$ cat src/rtl/restoring_divider_pkg.sv
// ----------------------------------------------------------------------------
// restoring_divider_pkg
// Shared definitions for the restoring divider: FSM state encodings and the
// default operand width.
// Revision: 1.0
// ----------------------------------------------------------------------------
`default_nettype none

package restoring_divider_pkg;

  localparam int DEFAULT_WIDTH = 8;

  typedef enum logic [1:0] {
    DIV_IDLE = 2'd0,
    DIV_RUN  = 2'd1,
    DIV_DONE = 2'd2
  } div_state_e;

endpackage

`default_nettype wire

$ cat src/rtl/restoring_divider_full_subtractor.sv
// ----------------------------------------------------------------------------
// full_subtractor
// One-bit full subtractor slice (a - b - b_in); the borrow-propagating
// counterpart of the adder bit-slice.
// Revision: 1.0
// ----------------------------------------------------------------------------
`default_nettype none

module full_subtractor (
  output logic diff,
  output logic b_out,
  input  logic a,
  input  logic b,
  input  logic b_in
);

  assign diff  = a ^ b ^ b_in;
  assign b_out = (~a & b) | (~(a ^ b) & b_in);

endmodule

`default_nettype wire

$ cat src/rtl/restoring_divider.sv
// ----------------------------------------------------------------------------
// restoring_divider
// Sequential unsigned restoring divider, one quotient bit per clock, with a
// start/done handshake. Trial subtraction uses a ripple chain of
// full_subtractor slices.
// Optional feature: RESTORING_DIVIDER_DIV_ZERO_EN -- when defined, a zero
// divisor finishes immediately with div_by_zero set; otherwise div_by_zero is
// tied low and a zero divisor runs the normal WIDTH-step algorithm.
// Revision: 1.0
// ----------------------------------------------------------------------------
`default_nettype none

module restoring_divider
  import restoring_divider_pkg::*;
#(
  parameter int WIDTH = DEFAULT_WIDTH
) (
  input  logic             clock,
  input  logic             reset,
  input  logic             start,
  input  logic [WIDTH-1:0] dividend,
  input  logic [WIDTH-1:0] divisor,
  output logic             busy,
  output logic             done,
  output logic [WIDTH-1:0] quotient,
  output logic [WIDTH-1:0] remainder,
  output logic             div_by_zero
);

  localparam int             CW        = $clog2(WIDTH);
  localparam logic [CW-1:0]  LAST_STEP = CW'(WIDTH - 1);

  div_state_e       state_q, state_d;
  logic [WIDTH:0]   rem_q, rem_d;       // partial remainder R
  logic [WIDTH-1:0] quo_q, quo_d;       // working quotient / dividend shifter Q
  logic [WIDTH-1:0] dsr_q, dsr_d;       // latched divisor D
  logic [CW-1:0]    cnt_q, cnt_d;       // step counter
  logic [WIDTH-1:0] res_quo_q, res_quo_d;
  logic [WIDTH-1:0] res_rem_q, res_rem_d;

  // Shifted {R,Q} and the trial subtraction R - {0,D}
  logic [WIDTH:0]   rem_shift;
  logic [WIDTH-1:0] quo_shift;
  logic [WIDTH:0]   sub_b;
  logic [WIDTH:0]   trial;
  logic [WIDTH+1:0] borrow_chain;
  logic             borrow;
  logic [WIDTH:0]   step_rem;
  logic [WIDTH-1:0] step_quo;

  // R never exceeds WIDTH bits between steps, so its top bit is never read.
  logic             unused_rem_msb;
  assign unused_rem_msb = rem_q[WIDTH];

  assign rem_shift       = {rem_q[WIDTH-1:0], quo_q[WIDTH-1]};
  assign quo_shift       = {quo_q[WIDTH-2:0], 1'b0};
  assign sub_b           = {1'b0, dsr_q};
  assign borrow_chain[0] = 1'b0;

  generate
    for (genvar i = 0; i <= WIDTH; i++) begin : g_sub
      full_subtractor u_fs (
        .diff  (trial[i]),
        .b_out (borrow_chain[i+1]),
        .a     (rem_shift[i]),
        .b     (sub_b[i]),
        .b_in  (borrow_chain[i])
      );
    end
  endgenerate

  assign borrow   = borrow_chain[WIDTH+1];
  assign step_rem = borrow ? rem_shift : trial;
  assign step_quo = {quo_shift[WIDTH-1:1], ~borrow};

`ifdef RESTORING_DIVIDER_DIV_ZERO_EN
  logic dbz_q, dbz_d;
  assign div_by_zero = dbz_q;
`else
  assign div_by_zero = 1'b0;
`endif

  // Next-state and datapath update; every target defaults to its current value
  always_comb begin
    state_d   = state_q;
    rem_d     = rem_q;
    quo_d     = quo_q;
    dsr_d     = dsr_q;
    cnt_d     = cnt_q;
    res_quo_d = res_quo_q;
    res_rem_d = res_rem_q;
`ifdef RESTORING_DIVIDER_DIV_ZERO_EN
    dbz_d     = dbz_q;
`endif
    case (state_q)
      DIV_IDLE: begin
        if (start) begin
          rem_d   = '0;
          quo_d   = dividend;
          dsr_d   = divisor;
          cnt_d   = '0;
          state_d = DIV_RUN;
`ifdef RESTORING_DIVIDER_DIV_ZERO_EN
          dbz_d   = 1'b0;
          if (divisor == '0) begin
            state_d   = DIV_DONE;
            res_quo_d = '1;
            res_rem_d = dividend;
            dbz_d     = 1'b1;
          end
`endif
        end
      end
      DIV_RUN: begin
        rem_d = step_rem;
        quo_d = step_quo;
        cnt_d = cnt_q + 1'b1;
        if (cnt_q == LAST_STEP) begin
          state_d   = DIV_DONE;
          res_quo_d = step_quo;
          res_rem_d = step_rem[WIDTH-1:0];
        end
      end
      DIV_DONE: state_d = DIV_IDLE;
      default:  state_d = DIV_IDLE;
    endcase
  end

  // State and datapath registers with synchronous reset
  always_ff @(posedge clock) begin
    if (reset) begin
      state_q   <= DIV_IDLE;
      rem_q     <= '0;
      quo_q     <= '0;
      dsr_q     <= '0;
      cnt_q     <= '0;
      res_quo_q <= '0;
      res_rem_q <= '0;
`ifdef RESTORING_DIVIDER_DIV_ZERO_EN
      dbz_q     <= 1'b0;
`endif
    end else begin
      state_q   <= state_d;
      rem_q     <= rem_d;
      quo_q     <= quo_d;
      dsr_q     <= dsr_d;
      cnt_q     <= cnt_d;
      res_quo_q <= res_quo_d;
      res_rem_q <= res_rem_d;
`ifdef RESTORING_DIVIDER_DIV_ZERO_EN
      dbz_q     <= dbz_d;
`endif
    end
  end

  assign busy      = (state_q == DIV_RUN);
  assign done      = (state_q == DIV_DONE);
  assign quotient  = res_quo_q;
  assign remainder = res_rem_q;

endmodule

`default_nettype wire

$ cat config.mk
export PLATFORM = sky130hd
export DESIGN_NAME = restoring_divider
export DESIGN_NICKNAME = d
export VERILOG_FILES = /design/src/rtl/restoring_divider_pkg.sv /design/src/rtl/restoring_divider_full_subtractor.sv /design/src/rtl/restoring_divider.sv
export SDC_FILE = /design/constraint.sdc
export NUM_CORES = 1
export LEC_CHECK = 0
export ABC_AREA = 1
export CORE_ASPECT_RATIO = 1.2
export CORE_MARGIN = 2
export CORE_UTILIZATION = 51
export DETAILED_ROUTE_END_ITERATION = 7
export PLACE_DENSITY = 0.78
export SLEW_MARGIN = 20
export SYNTH_ARGS = -nofsm -noshare
export SYNTH_HDL_FRONTEND = slang
export SYNTH_SLANG_ARGS = --single-unit
export TNS_END_PERCENT = 100
$ cat constraint.sdc
create_clock -name clock -period 4.8 [get_ports clock]
set_clock_uncertainty 0.05 [all_clocks]
set_input_delay 0.96 -clock clock [delete_from_list [all_inputs] [get_ports clock]]
set_output_delay 0.96 -clock clock [all_outputs]
set_load 0.005 [all_outputs]
==> metrics.yaml <==
status: "finished clean"
timing.critical_path.from: "quo_q[7]"
synthesis.nets: 307
switchingPower_uw: 250
powerDensity_nw_per_um2: 341
synthCells: 278
yosysUniqueCellTypes: 20
period_share: 0.835
swShare: 0.289
avgSynthCellArea_um2: 7.47
num_antenna_cells: 0
ant_nets: 0
die-area_um2: 4600
crit_type: "flip-flop to flip-flop"
synth_warnings: 0
ys_top_cells_by_area: "dfxtp_1 43%, nand2_1 8.9%, nor2_1 8.0%"
yosysSeqAreaShare: 0.434
fmax_ghz: 0.250
tightest_slew_ns: 1.05
grt_setup_unrepaired: "no"
synth_largest_area_cell: "dfxtp_1"
port_buffers: 36
wl_per_cell_um: 12.0
gp_congestion: 0.869
clk_latency_ns: 0.30
hpwl_um: 3060
min_period_ns: 4.01
core_um2: 3910
hold_path.class: "flip-flop to flip-flop"
ys_seq_elements: 45
via_count: 1807
p_int_uw: 616
cts_hold_buffers: 0
reg2reg_depth: 16
n_fill_cell: 357
die_h_um: 73.9
first_pass_iters: 4
die_width_um: 62.2
grt_use_total: 0.217
fin_cells: 364
drive_gt1_frac: 0.0452
fin_nets: 339
ys_top_cells_by_count: "49 x nand2_1, 45 x dfxtp_1, 44 x nor2_1"
cp_slowest_cell: "fa_1"
cts.path.max_buffers: 2
vias_per_cell: 4.96
clk_pin_slew_ns: 0.08
synth_area_um2: 2080
grt_pass1_vias: 1771
syn2layout_area_growth_pct: 22.2
startpoint_type: "flip-flop"
worst_setup_path_end_kind: "flip-flop"
tns_ns: 0
sequentialPowerShare: 0.470
cp.arrival_ns: 4.13
synth_most_common_cell: "nand2_1"
synth-edff-count: 0
setup_violations: 0
cts_resized: 0
critPathCapture: "quo_q[0]"
grt-ovfl-total: 0
drc: 0
synth_top_cell_area_share: 0.434
p_clk_frac: 0.319
path_cells: "inv_1 > ha_1 > inv_1 > fa_1 > fa_1 > fa_1 > fa_1 > fa_1 > fa_1 > inv_1 > fa_1 > nand2_2 > nand2_1 > nand2_1 > nor2_1 > nor2_1"
antenna_found_initial: 0
fin_total_pwr_uw: 866
path_delay_family: "adder cells"
drv_slew: 0
root_buffer: "clkbuf_8"
pin_count: 38
grt_max_degree: 33
grt_pass1_wl_um: 7760
numCtsBuffers: 5
ys.flop_type: "dfxtp_1"
r2r-start: "quo_q[7]"
routed_wl_um: 4390
crit_path_frequent_cell: "fa_1"
fin_util: 0.649
post_cts_buffers: 0
required_ns: 4.92
tritoncts: "yes"
pwr-share-comb: 0.211
num_rows: 25
critical-path-max-stage-delay_ns: 0.40
r2r_slack_ns: 0.79
cp.depth: 16
path_buf_inv: 3
dr.first_iter.drc_count: 40
r2r_end: "quo_q[0]"
place_inst: 357
cts_sinks: 45
ctsHtreeMaxLevel: 2
p_leak_uw: 0.00109
worstPathMaxFanout: 10
async_flop_share: 0
relSlewSlack: 0.303
cap_violations: 0
start_util: 0.531
finalHoldViolations: 0
ir_worst_vdd_mv: 0.221
-- final cells by class --
class,instances,area [um^2],area share
sequential,45,901,0.355
multi-input combinational,185,966,0.381
tap,54,67.6,0.0266
clock buffer,5,68.8,0.0271
clock inverter,2,35.0,0.0138
timing repair buffer,36,360,0.142
inverter,37,139,0.0547
-- state kept, by name, summed over array words and instances (netlist names) --
signal	cells
dsr_q	8
quo_q	8
quotient	8
rem_q	8
remainder	8
cnt_q	3
state_q	2
-- through the flow --
| stage | setup slack (ns) | instance area [um^2] | hold WS (ns) |
|---|---|---|---|
| 6_report | 0.792 | 2540 | 0.419 |
| 3_5_place_dp | 0.823 | 2430 | 0.411 |
| 5_1_grt | 0.535 | 2540 | 0.454 |
| 2_1_floorplan | 1.11 | 2080 | 0.387 |
| 3_3_place_gp | 0.883 | 2430 | 0.404 |
| 4_1_cts | 0.801 | 2540 | 0.422 |
-- layout by cell type (no fill, tap or decap) --
cell	netlist	routed
nand2_1	49	49
dfxtp_1	45	45
nor2_1	44	44
clkdlybuf4s50_1	0	36
inv_1	35	35
o21ai_0	30	30
nand3_1	25	25
a21oi_1	20	20
fa_1	7	7
clkbuf_8	0	5
ha_1	3	3
nor2_4	2	2
nand2_4	2	2
inv_2	1	1
clkinv_1	1	1
nand2_2	1	1
o21ai_2	1	1
conb_1	1	1
bufinv_16	0	1
clkinv_2	0	1
-- worst min-delay path by stage --
stage | from | to | cells past startpoint
after floorplan | cnt_q[1] | cnt_q[1] | 2
final | rem_q[6] | rem_q[6] | 2
after global routing | rem_q[6] | rem_q[6] | 2
after global placement | cnt_q[1] | cnt_q[1] | 2
after CTS | rem_q[6] | rem_q[6] | 2
after detailed placement | rem_q[6] | rem_q[6] | 2
-- logic make-up (layout without fill, tap and decap cells) --
| logic type | count (synthesis) | count (layout) | share of synthesized area |
|---|---|---|---|
| DFF | 45 | 45 | 0.434 |
| adders and majority gates | 10 | 10 | 0.0856 |
| AOI/OAI and AO/OA | 51 | 51 | 0.125 |
| buffers and inverters | 48 | 80 | 0.101 |
| and+or+nand+nor | 123 | 123 | 0.253 |
| other | 1 | 1 | 0.00181 |
-- metal layers --
layer / global-route usage / part of all wire / vias up
met5: 0 / 0 / -
met2: 0.401 / 0.49 / 32
met3: 0.0490 / 0.034 / 7
met1: 0.249 / 0.46 / 834
li1: - / - / 934
met4: 0.0815 / 0.016 / 0
-- worst reg2reg max path: cells and delay by family, from the launching register on --
| kind | cells | cell delay (ns) |
|---|---|---|
| adder cells (fa/ha/maj) | 8 | 2.82 |
| buffers and inverters | 3 | 0.20 |
| flip-flops | 1 | 0.30 |
| AND/OR/NAND/NOR | 5 | 0.50 |
-- power by group through the flow --
stage	combinational, uW	sequential, uW	clock, uW
6_report	183	407	276
2_1_floorplan	140	413	0
3_3_place_gp	179	415	0
4_1_cts	183	408	281
5_1_grt	216	410	292
3_5_place_dp	182	416	0
No activity file was read; power rests on OpenSTA's default activity.
==> RTL edit 1: new RTL, config.mk and constraints unchanged <==
Encoding of `div_state_e`: now one-hot (3 bits for 3 states).
--- a/src/rtl/restoring_divider_pkg.sv
+++ b/src/rtl/restoring_divider_pkg.sv
@@ -10,10 +10,10 @@
 
   localparam int DEFAULT_WIDTH = 8;
 
-  typedef enum logic [1:0] {
-    DIV_IDLE = 2'd0,
-    DIV_RUN  = 2'd1,
-    DIV_DONE = 2'd2
+  typedef enum logic [2:0] {
+    DIV_IDLE = 3'b001,
+    DIV_RUN  = 3'b010,
+    DIV_DONE = 3'b100
   } div_state_e;
 
 endpackage
Behaviour: no difference found for any inputs over 10 cycles, from zero or initial values and one cycle with reset high; not proved beyond that.
==> RTL edit 1 against the original RTL <==
- setup slack lost 0.063 ns
- routed wire length is 5.7% higher
- synthesized cell count up 2.9%
- final area is 5.2% higher
- hold slack lost 0.0020 ns
- sequential cell count is 1 higher
- total power decreased by 9.5%
- largest power group unchanged
- die area rose by 7.9%
- synthesized area is 8.4% higher
==> RTL edit 1: results (changes against the original RTL) <==
fillers: 406  # +14%
post_cts_buffers: 0  # unchanged
ys_types: 24  # +20%
status: "finished, final reports clean"
drt-total-wl_mm: 4.64  # +5.7%
numCtsBuffers: 5  # unchanged
dpl-instance-area_um2: 2580  # +6.0%
regArea_um2: 921  # +2.2%
power.leakage_nw: 1.05  # -3.2%
drive_gt1_share_pct: 8.86  # +4.3 points
async_reset_ff_share_pct: 0  # unchanged
dp_slack_ns: 0.745  # -0.0783 ns
grt_pass1_wl_mm: 7.95  # +2.5%
stdcell_count: 372  # +2.2%
synth_cells: 286  # +2.9%
hold_slack_ns: 0.417  # -0.00197 ns
hp-class: "reg -> reg"
cts-root-buf: "clkbuf_8"
gp_congestion: 0.874  # +0.53%
drtIter0Drc: 63  # +57%
clock_path_buffers: 2  # unchanged
synth_nets: 315  # +2.6%
ys_seq_area_share_pct: 40.9  # -2.5 points
synth_warnings: 0  # unchanged
irDropWorstVdd_mv: 0.236  # +6.4%
clkTransAtPathRegs_ns: 0.08  # about the same
setup.worst_path.end: "rem_q[5]"
setup_viol: 0  # unchanged
critPathTopFamily: "adder cells"
slowest_stage: "fa_1"
nets: 344  # +1.5%
synthTopCellsByArea: "dfxtp_1 (41%), nand2_1 (11%), nand3_1 (7.6%), fa_1 (6.2%), inv_1 (5.7%)"
synthTopCellsByCount: "nand2_1 (65), dfxtp_1 (46), inv_1 (34), nand3_1 (34), a21oi_1 (25)"
critical_path.max_stage_delay_ns: 0.42  # +0.02 ns
hpwlAfterDp_mm: 3.32  # +8.5%
grt_max_degree: 36  # +9.1%
vias_per_cell: 4.97  # about the same
grt.overflow.total: 0  # unchanged
rrSetupSlack_ns: 0.73  # -0.06 ns
period_share_pct: 84.8  # +1.3 points
reg2reg_depth: 16  # unchanged
arrival_ns: 4.20  # +0.07 ns
drt_first_pass_iters: 4  # unchanged
path_max_fanout: 11  # +1
dp.cells: 364  # +2.0%
clock_latency_ns: 0.30  # about the same
grt_pass1_vias: 1767  # -0.23%
track_usage_pct: 20.5  # -1.3 points
RTL edit 1: cell families after synthesis:
family / Yosys count / synth area share, %
AO/OA/AOI/OAI: 50 / 12.8
adder cells (fa/ha/maj): 10 / 7.90
buffers and inverters: 52 / 11.2
flip-flops: 46 / 40.9
other: 1 / 0.167
AND/OR/NAND/NOR: 127 / 27.0
RTL edit 1: routing by layer:
metal	global-route usage (%)	vias to the layer above	wire, um
li1	-	957	-
met1	23.3	842	2000
met2	36.8	38	2370
met3	4.55	11	147
met4	7.87	0	121
met5	0	-	0
RTL edit 1: power by group:
| group | leakage, nW | switching (mW) | internal [mW] |
|---|---|---|---|
| logic | 0.632 | 0.0831 | 0.0495 |
| clock network | 0.0482 | 0.127 | 0.116 |
| registers | 0.375 | 0.0111 | 0.397 |
| total | 1.05 | 0.222 | 0.562 |
RTL edit 1: tightest hold or removal path: stages, from the launching register on:
cell and delay (ns):
dfxtp_1 0.32, nand2_1 0.06, a21oi_1 0.05
RTL edit 1: worst min-delay path by stage:
stage | cells after the start | to | startpoint
2_1_floorplan | 1 | cnt_q[0] | cnt_q[0]
3_3_place_gp | 2 | remainder[1] | remainder[1]
3_5_place_dp | 2 | remainder[1] | remainder[1]
4_1_cts | 2 | remainder[1] | remainder[1]
5_1_grt | 2 | remainder[3] | remainder[3]
6_report | 2 | remainder[2] | remainder[2]
RTL edit 1: area by class of cell:
class	count	share of cell area, %
multi-input combinational	188	40.3
sequential	46	34.5
timing repair buffer	37	13.8
inverter	37	5.39
clock buffer	7	3.23
tap	56	2.62
clock inverter	1	0.187
==> RTL edit 2: new RTL, same flow settings <==
Without the edit above. Set the package constant `DEFAULT_WIDTH` to 4 (it was 8).
--- a/src/rtl/restoring_divider_pkg.sv
+++ b/src/rtl/restoring_divider_pkg.sv
@@ -8,7 +8,7 @@
 
 package restoring_divider_pkg;
 
-  localparam int DEFAULT_WIDTH = 8;
+  localparam int DEFAULT_WIDTH = 4;
 
   typedef enum logic [1:0] {
     DIV_IDLE = 2'd0,
Interface: changed (resized dividend, divisor, quotient and remainder); port bits go from 38 to 22. The function was not compared with the original's and may differ.
==> RTL edit 2 against the original RTL <==
- routed wire length down 50%
- synthesized area down 47%
- combinational power down 54%
- setup slack better by 1.4 ns
- critical path depth down 13
- largest cell class unchanged
- critical path type is now reg -> out
- total power down 48%
- final area down 46%
- sequential cell count down 21
==> RTL edit 2: results (changes against the original RTL) <==
status: "finished, final reports clean"
irDropWorstVdd_mv: 0.201  # -9.2%
drive_gt1_share_pct: 8.24  # +3.7 points
worstReg2RegStart: "quo_q[3]"
slew_headroom_pct: 63.2  # +33 points
synth_nets: 166  # -46%
power.leakage_nw: 0.588  # -46%
antenna_found_initial: 0  # unchanged
reg2reg_depth: 11  # -5
drt-total-wl_mm: 2.17  # -50%
synthTopCellsByCount: "nand2_1 (27), dfxtp_1 (24), nor2_1 (24)"
hold_depth: 2  # unchanged
ys_seq_area_share_pct: 43.5  # +0.088 points
cts_resized: 0  # unchanged
async_reset_ff_share_pct: 0  # unchanged
hp-class: "reg -> reg"
grt_pass1_vias: 887  # -50%
drtIter0Drc: 21  # -48%
arrival_ns: 1.59  # -2.54 ns
num_vias: 968  # -46%
min_to: "rem_q[2]"
r2r_end: "rem_q[0]"
setup_viol: 0  # unchanged
hp-start: "rem_q[2]"
grt_pass1_wl_mm: 3.66  # -53%
post_cts_buffers: 0  # unchanged
nets: 187  # -45%
fillers: 166  # -54%
path_max_fanout: 9  # -1
rrSetupSlack_ns: 2.49  # +1.70 ns
hpwlAfterDp_mm: 1.71  # -44%
grt_max_degree: 17  # -48%
stdcell_count: 200  # -45%
clkTransAtPathRegs_ns: 0.13  # +0.05 ns
htreeDepth: 1  # -1
gp_congestion: 0.943  # +8.5%
cts-root-buf: "clkbuf_4"
hold_slack_ns: 0.435  # +0.0162 ns
synth_warnings: 0  # unchanged
numCtsBuffers: 3  # -2
n_antenna_cell: 0  # unchanged
clock_latency_ns: 0.31
drt_first_pass_iters: 4  # unchanged
synthTopCellsByArea: "dfxtp_1 (43%), nand2_1 (9.2%), nor2_1 (8.2%), nand3_1 (5.9%), inv_1 (5.8%)"
clock_path_buffers: 2  # unchanged
port_buffers: 20  # -44%
synth_cells: 150  # -46%
track_usage_pct: 19.9  # -1.8 points
ys_types: 17  # -15%
-- RTL edit 2: changes by cell type in the layout (fill, tap and decap cells not counted), moves of 12 or more --
cell,before,now
clkdlybuf4s50_1,36,20
nor2_1,44,24
o21ai_0,30,5
nand3_1,25,13
nand2_1,49,27
dfxtp_1,45,24
inv_1,35,17
-- RTL edit 2: where the power goes --
group,total [mW],internal (mW),switching (mW)
clock,0.144,0.0844,0.0598
combinational,0.0846,0.0337,0.0510
sequential,0.217,0.210,0.00715
-- RTL edit 2: worst max-delay path: stages, from the launching register on --
cell	delay (ns)
dfxtp_1	0.46
inv_2	0.07
nor2_4	0.21
clkdlybuf4s50_1	0.55
-- RTL edit 2: logic make-up after synthesis --
family                   count (synthesis)  share of synthesized area [%]
AO/OA/AOI/OAI                           26                           12.1
adder cells (fa/ha/maj)                  5                           7.70
buffers and inverters                   25                           9.40
flip-flops                              24                           43.5
other                                    1                          0.339
AND/OR/NAND/NOR                         69                           27.0
-- RTL edit 2: final cells by class --
class	count	share of cell area, %
clock buffer	3	1.64
tap	30	2.74
multi-input combinational	101	38.0
inverter	21	5.75
sequential	24	35.1
timing repair buffer	20	14.6
clock inverter	1	2.19
-- RTL edit 2: worst max-delay path by stage --
| stage | cells past startpoint | slack [ns] | from | to |
|---|---|---|---|---|
| floorplan | 12 | 2.72 | quo_q[3] | quo_q[0] |
| global placement | 6 | 2.46 | reset | quotient[0] |
| detailed placement | 6 | 2.46 | reset | quotient[0] |
| CTS | 3 | 2.20 | state_q[0] | busy |
| global route | 3 | 2.11 | state_q[0] | busy |
| finish | 3 | 2.20 | state_q[0] | busy |
-- RTL edit 2: layer usage --
layer | track usage [%] | vias up | part of all wire (%)
met2 | 36.1 | 28 | 51
met3 | 2.92 | 3 | 5.9
met1 | 24.1 | 430 | 43
met5 | 0 | - | 0
met4 | 5.71 | 0 | 0.64
li1 | - | 507 | -
-- RTL edit 2: through the flow --
stage               power [mW]  instance area, um2  worst slack [ns]
CTS                      0.450                1370              2.20
finish                   0.446                1370              2.20
global placement         0.304                1320              2.46
floorplan                0.283                1100              2.72
global route             0.474                1370              2.11
detailed placement       0.306                1320              2.46
